`src/rtl/draw_sequencer_pkg.sv`:
```
// Shared types and constants for the draw sequencer and the payout block.
package draw_sequencer_pkg;

    typedef enum logic [1:0] {
        ST_IDLE = 2'd0,
        ST_DRAW = 2'd1,
        ST_DONE = 2'd2
    } draw_state_t;

    typedef logic [3:0] digit_t;

    localparam int     NUM_SLOTS       = 10;
    localparam digit_t MAX_DIGIT_VALUE = 4'd9;

    // A request of 0 digits, or more than the slot count, means "fill every slot".
    function automatic logic [3:0] eff_count(input logic [3:0] n, input logic [3:0] max_cnt);
        if (n == 4'd0 || n > max_cnt) begin
            return max_cnt;
        end
        return n;
    endfunction

endpackage

```
`src/rtl/draw_lfsr.sv`:
```
// 16-bit Fibonacci LFSR with seed load; a zero seed is replaced by the default
// seed so the register can never lock up in the all-zero state.
module draw_lfsr #(
    parameter logic [15:0] DEFAULT_SEED = 16'hACE1
) (
    input  logic        clk,
    input  logic        rst,
    input  logic        load,
    input  logic        step,
    input  logic [15:0] seed,
    output logic [15:0] value
);

    // Load has priority over step; the register holds when neither is asserted.
    always_ff @(posedge clk) begin
        if (rst) begin
            value <= DEFAULT_SEED;
        end else if (load) begin
            value <= (seed == 16'h0000) ? DEFAULT_SEED : seed;
        end else if (step) begin
            value <= {value[14:0], value[15] ^ value[13] ^ value[12] ^ value[10]};
        end
    end

endmodule

```
`src/rtl/draw_sequencer.sv`:
```
// Draws up to MAX_DIGITS decimal digits from an LFSR by rejection sampling
// of the low nibble, and presents them as a slot array plus enable mask.
//
// state   | meaning
// --------+-----------------------------------------------------------
// IDLE    | waiting for start; seed loads honoured here only
// DRAW    | one LFSR step per cycle, accepting nibbles 0..9 into slots
// DONE    | one-cycle completion pulse, result valid, counter bumped
module draw_sequencer
    import draw_sequencer_pkg::*;
#(
    parameter logic [15:0] DEFAULT_SEED = 16'hACE1,
    parameter int          MAX_DIGITS   = NUM_SLOTS
) (
    input  logic                  clk,
    input  logic                  rst,
    input  logic                  start,
    input  logic [3:0]            num_digits,
    input  logic                  seed_load,
    input  logic [15:0]           seed,
    output logic                  busy,
    output digit_t                draw [MAX_DIGITS-1:0],
    output logic [MAX_DIGITS-1:0] en,
    output logic                  draw_valid,
    output logic                  done,
    output logic [7:0]            draw_count
);

    localparam logic [3:0] MAX_CNT = 4'(MAX_DIGITS);

    draw_state_t state_q;
    draw_state_t state_d;
    logic [3:0]  cnt_q;
    logic [3:0]  idx_q;
    logic [15:0] lfsr_value;
    logic        lfsr_load;
    logic        lfsr_step;
    digit_t      candidate;
    logic        accept;
    logic        last_slot;
    logic        start_ok;
    logic        lfsr_upper_unused;

    // Seed loading happens on the same edge that samples start, so a combined
    // seed_load+start draws from the freshly loaded seed.
    assign lfsr_load = seed_load && (state_q == ST_IDLE);
    assign lfsr_step = (state_q == ST_DRAW);

    draw_lfsr #(
        .DEFAULT_SEED(DEFAULT_SEED)
    ) u_lfsr (
        .clk  (clk),
        .rst  (rst),
        .load (lfsr_load),
        .step (lfsr_step),
        .seed (seed),
        .value(lfsr_value)
    );

    // Upper LFSR bits only feed the shift register itself.
    assign lfsr_upper_unused = ^lfsr_value[15:4];

    assign candidate = lfsr_value[3:0];
    assign accept    = (candidate <= MAX_DIGIT_VALUE);
    assign last_slot = (idx_q == (cnt_q - 4'd1));
    assign start_ok  = start && (state_q == ST_IDLE);

    // State register.
    always_ff @(posedge clk) begin
        if (rst) begin
            state_q <= ST_IDLE;
        end else begin
            state_q <= state_d;
        end
    end

    // Next-state logic.
    always_comb begin
        state_d = state_q;
        case (state_q)
            ST_IDLE: if (start) state_d = ST_DRAW;
            ST_DRAW: if (accept && last_slot) state_d = ST_DONE;
            ST_DONE: state_d = ST_IDLE;
            default: state_d = ST_IDLE;
        endcase
    end

    // State-decoded outputs.
    always_comb begin
        busy = 1'b0;
        done = 1'b0;
        case (state_q)
            ST_DRAW: busy = 1'b1;
            ST_DONE: begin
                busy = 1'b1;
                done = 1'b1;
            end
            default: begin
                busy = 1'b0;
                done = 1'b0;
            end
        endcase
    end

    // Target count and write index for the current draw.
    always_ff @(posedge clk) begin
        if (rst) begin
            cnt_q <= '0;
            idx_q <= '0;
        end else if (start_ok) begin
            cnt_q <= eff_count(num_digits, MAX_CNT);
            idx_q <= '0;
        end else if (state_q == ST_DRAW && accept) begin
            idx_q <= idx_q + 4'd1;
        end
    end

    // Slot array and enable mask; only written in DRAW so they hold while valid.
    always_ff @(posedge clk) begin
        if (rst || start_ok) begin
            for (int k = 0; k < MAX_DIGITS; k++) begin
                draw[k] <= '0;
            end
            en <= '0;
        end else if (state_q == ST_DRAW && accept) begin
            for (int k = 0; k < MAX_DIGITS; k++) begin
                if (idx_q == 4'(k)) begin
                    draw[k] <= candidate;
                    en[k]   <= 1'b1;
                end
            end
        end
    end

    // Result-valid flag: raised on entry to DONE, dropped by the next accepted start.
    always_ff @(posedge clk) begin
        if (rst || start_ok) begin
            draw_valid <= 1'b0;
        end else if (state_q == ST_DRAW && accept && last_slot) begin
            draw_valid <= 1'b1;
        end
    end

    // Completed-draw counter, wrapping at 255.
    always_ff @(posedge clk) begin
        if (rst) begin
            draw_count <= '0;
        end else if (state_q == ST_DONE) begin
            draw_count <= draw_count + 8'd1;
        end
    end

endmodule

```
`config.mk`:
```
export PLATFORM = sky130hd
export DESIGN_NAME = draw_sequencer
export DESIGN_NICKNAME = d
export VERILOG_FILES = /design/src/rtl/draw_sequencer_pkg.sv /design/src/rtl/draw_lfsr.sv /design/src/rtl/draw_sequencer.sv
export SDC_FILE = /design/constraint.sdc
export NUM_CORES = 1
export LEC_CHECK = 0
export CELL_PAD_IN_SITES_DETAIL_PLACEMENT = 1
export CELL_PAD_IN_SITES_GLOBAL_PLACEMENT = 1
export CORE_MARGIN = 2
export CORE_UTILIZATION = 40
export DETAILED_ROUTE_END_ITERATION = 8
export PLACE_DENSITY = 0.84
export SKIP_CTS_REPAIR_TIMING = 1
export SLEW_MARGIN = 20
export SYNTH_ARGS = -nofsm -noshare
export SYNTH_HDL_FRONTEND = slang
export SYNTH_SLANG_ARGS = --single-unit
```
`constraint.sdc`:
```
create_clock -name clk -period 3.6 [get_ports clk]
set_input_delay 0.54 -clock clk [delete_from_list [all_inputs] [get_ports clk]]
set_output_delay 0.54 -clock clk [all_outputs]
set_load 0.005 [all_outputs]
```
==> results.toml <==
[run_status]
run_status = "finished, final reports clean"

[detailed_routing]
num_vias = 3208
drt-pass1-iter-count = 4
drt.antenna.violating_nets = 0
detail_route.wirelength_um = 9649
route.detailed.vias_per_inst = 5.447
route.detailed.wl_per_inst_um = 16.38
drt_first_iter_violations = 77
drc_errors = 0

[clocking]
cts.htree.levels = 3
tritoncts = "built"
cts_buffer_depth = 2
cts.clk_slew.worst_paths_ns = 0.09
ctsRootBufferMaster = "sky130_fd_sc_hd__clkbuf_8"
clkSinkCount = 85
clock_insertion_delay_worst_skew_ns = 0.35
cts_made_buffers = 9

[timing]
worst_clock_skew_ns = 0.01101
worst_path_setup_slack_after_routing_ns = 0.8370
final-setup-viol-count = 0
maxSlewHeadroom_pct = 30.78
final.min_clock_period_ns = 2.763
setup_tns_ns = 0
worst_slew_pin_slew_ns = 1.027
timing.final.crit_share_pct = 76.75
final-hold-violation-count = 0
fmaxAchievable_mhz = 361.9
whs_ns = 0.4538
slew_violations = 0
rsz0062_at_grt = "no"

[layout]
finish.net_count = 510
n_antenna_cell = 0
post_route_cells_drive_above_1_share_pct = 6.029
layout_common_cells = "sky130_fd_sc_hd__dfxtp_1, sky130_fd_sc_hd__clkdlybuf4s50_1, sky130_fd_sc_hd__a21oi_1"
finalNonFillerCells = 589
mostFrequentLayoutCell = "sky130_fd_sc_hd__dfxtp_1"
fillerInstances = 1038
synthToLayoutAreaGrowth_pct = 29.82

[power_and_ir_drop]
p_per_area_nw_per_um2 = 494.1
ir_worst_vdd_mv = 0.2267
leakagePower_nw = 1.639
power.total_mw = 2.325

[logic_synthesis]
synth_simple_gate_area_share_pct = 17.12
syn-cell-area_um2 = 3625
synth_fa_ha_area_share_pct = 3.452
post_synth.cell_area_avg_um2 = 8.884
synth-seq-cells = 85
post_synth_mux_area_share_pct = 7.145
synth_compound_gate_area_share_pct = 16.43
synth_cells = 408
number_of_distinct_library_cell_variants_in_the_gate_level_netlist_after_synthesis = 37
synth-seq-area-share_pct = 46.95
main_combinational_cell_family_by_area_after_synthesis = "simple AND/OR/NAND/NOR gates"
mappedNetlistNets = 442
xor_xnor_cell_area_share_of_the_yosys_netlist_pct = 4.246
synthesis.yosys.warnings = 0

[setup_path]
setup.worst_path.end_class = "register"
criticalPathCategory = "reg2reg"
critical_path.reg2reg.endpoint = "draw[30]$_SDFFE_PP0P_"
depth_of_the_worst_register_to_register_path = 4
worst_setup_path_start_kind = "register"
cp-startpoint = "u_lfsr.value[1]$_SDFFE_PP0P_"
max_fanout_on_critical_path = 16
timing.reg2reg.setup_slack_ns = 0.84
timing.rr.start = "u_lfsr.value[1]$_SDFFE_PP0P_"
timing.critical_path.required_ns = 3.81
critPathArrivalTime_ns = 2.97

[floorplanning]
fp.dieH_um = 99.20
initial_core_util_pct = 41.36
core.rowCount = 34
die-area_um2 = 9840
pin_count = 85
coreArea_um2 = 8763
overall_die_width_um = 99.20

[place]
post-dp-hpwl_um = 6697
port-buffer-count = 84
post-place-cells = 572
finalWeightedCongestion = 0.8149
pre_cts_ws_ns = 0.8600

[grt]
grt_util_all_layers_pct = 19.75
global_route_wire_length_before_repair_um = 15810
vias_in_the_first_global_route = 3281
initial_antenna_violation_count = 0
grt_start_max_net_pins = 56
overflow = 0

[flow_run]
max_cap_violations = 0

[worst_hold_path]
min_path_cells = 2
worstHoldPathType = "reg2reg"
min_delay_src = "en[9]$_SDFFE_PP0P_"
hold-path-endpoint = "en[9]$_SDFFE_PP0P_"
## kinds of logic (layout without fill, tap and decap cells)
| family | Yosys count | count (layout) |
|---|---|---|
| AND/OR/NAND/NOR | 121 | 121 |
| flip-flops | 85 | 85 |
| AO/OA/AOI/OAI | 109 | 109 |
| adder cells (fa/ha/maj) | 10 | 10 |
| buffers and inverters | 42 | 115 |
| XOR/XNOR | 16 | 16 |
| multiplexers | 25 | 25 |
## cell type report
type	instances	area (um^2)	area share [%]
Inverter	12	45.04	0.9572
Multi-Input combinational cell	281	1757	37.33
Clock inverter	6	46.29	0.9838
Tap cell	108	135.1	2.872
Timing Repair Buffer	87	883.3	18.77
Clock buffer	10	137.6	2.925
Sequential cell	85	1702	36.16
## critical path: stages, from the launching register on
cell and delay (ns):
sky130_fd_sc_hd__dfxtp_1 0.51, sky130_fd_sc_hd__o21ai_0 0.90, sky130_fd_sc_hd__nand4b_1 0.70, sky130_fd_sc_hd__o21ai_0 0.40
sky130_fd_sc_hd__a21oi_1 0.11
## worst max-delay path by stage
| stage | end | slack (ns) | cells past startpoint |
|---|---|---|---|
| after CTS | draw[17]$_SDFFE_PP0P_ | 0.83 | 4 |
| after floorplan | draw[16]$_SDFFE_PP0P_ | 1.97 | 7 |
| after detailed placement | draw[30]$_SDFFE_PP0P_ | 0.86 | 4 |
| final | draw[30]$_SDFFE_PP0P_ | 0.84 | 4 |
| after global routing | draw[27]$_SDFFE_PP0P_ | 0.57 | 4 |
| after global placement | draw[28]$_SDFFE_PP0P_ | 0.95 | 4 |
## layer usage
layer / track usage (%) / routed length, um
met1: 25.72 / 4393
met4: 4.531 / 93
met3: 4.498 / 417
met5: 0 / 0
met2: 33.47 / 4745
## flip-flops by register name, indices dropped and copies added (netlist names)
name,count
en,10
u_lfsr.value,16
draw_valid,1
draw_count,8
state_q,2
idx_q,4
draw,40
cnt_q,4
## per-stage QoR
stage                     cell area (um^2)  util, %
after floorplan                       3625        -
after global placement                4494    51.29
after detailed placement              4494    51.29
after CTS                             4678    53.38
after global routing                  4706    53.70
final                                 4706    53.70
## synth_stat cells
| library cell | number | area, um^2 |
|---|---|---|
| sky130_fd_sc_hd__xnor2_1 | 7 | 61.31 |
| sky130_fd_sc_hd__nor3_1 | 5 | 25.02 |
| sky130_fd_sc_hd__mux2_2 | 7 | 78.83 |
| sky130_fd_sc_hd__o22ai_1 | 7 | 43.79 |
| sky130_fd_sc_hd__and4bb_2 | 1 | 12.51 |
| sky130_fd_sc_hd__nand3_1 | 34 | 170.2 |
| sky130_fd_sc_hd__nand4b_1 | 1 | 8.760 |
| sky130_fd_sc_hd__a41oi_1 | 1 | 8.760 |
| sky130_fd_sc_hd__xor2_1 | 8 | 70.07 |
| sky130_fd_sc_hd__a41o_1 | 1 | 10.01 |
| sky130_fd_sc_hd__and2b_1 | 1 | 7.510 |
| sky130_fd_sc_hd__a2111oi_0 | 1 | 8.760 |
| sky130_fd_sc_hd__nor2b_1 | 2 | 12.51 |
| sky130_fd_sc_hd__nand2_1 | 6 | 22.52 |
| sky130_fd_sc_hd__a21oi_1 | 50 | 250.2 |
| sky130_fd_sc_hd__and3_4 | 1 | 11.26 |
| sky130_fd_sc_hd__nor2_1 | 39 | 146.4 |
| sky130_fd_sc_hd__buf_2 | 9 | 45.04 |
| sky130_fd_sc_hd__o21ai_0 | 37 | 185.2 |
| sky130_fd_sc_hd__o21bai_1 | 1 | 7.510 |
| sky130_fd_sc_hd__clkbuf_1 | 21 | 78.83 |
| sky130_fd_sc_hd__inv_1 | 12 | 45.04 |
| sky130_fd_sc_hd__a31oi_1 | 1 | 6.260 |
| sky130_fd_sc_hd__and3_1 | 2 | 12.51 |
| sky130_fd_sc_hd__nor4_1 | 4 | 25.02 |
| sky130_fd_sc_hd__or3_1 | 2 | 12.51 |
| sky130_fd_sc_hd__and2_1 | 2 | 12.51 |
| sky130_fd_sc_hd__a211oi_1 | 10 | 75.07 |
| sky130_fd_sc_hd__nor3b_1 | 1 | 7.510 |
| sky130_fd_sc_hd__nand2b_1 | 11 | 68.82 |
| sky130_fd_sc_hd__mux2i_1 | 18 | 180.2 |
| sky130_fd_sc_hd__nand4_1 | 7 | 43.79 |
| sky130_fd_sc_hd__xnor3_1 | 1 | 22.52 |
| sky130_fd_sc_hd__ha_1 | 10 | 125.1 |
| sky130_fd_sc_hd__and4b_1 | 1 | 10.01 |
| sky130_fd_sc_hd__dfxtp_1 | 85 | 1702 |
| sky130_fd_sc_hd__nand4bb_1 | 1 | 11.26 |
## report_power, final
part | internal (mW) | switching, mW
logic | 0.254 | 0.350
registers | 1.00 | 0.0872
clock network | 0.274 | 0.355
(Power assumes the default switching activity.)
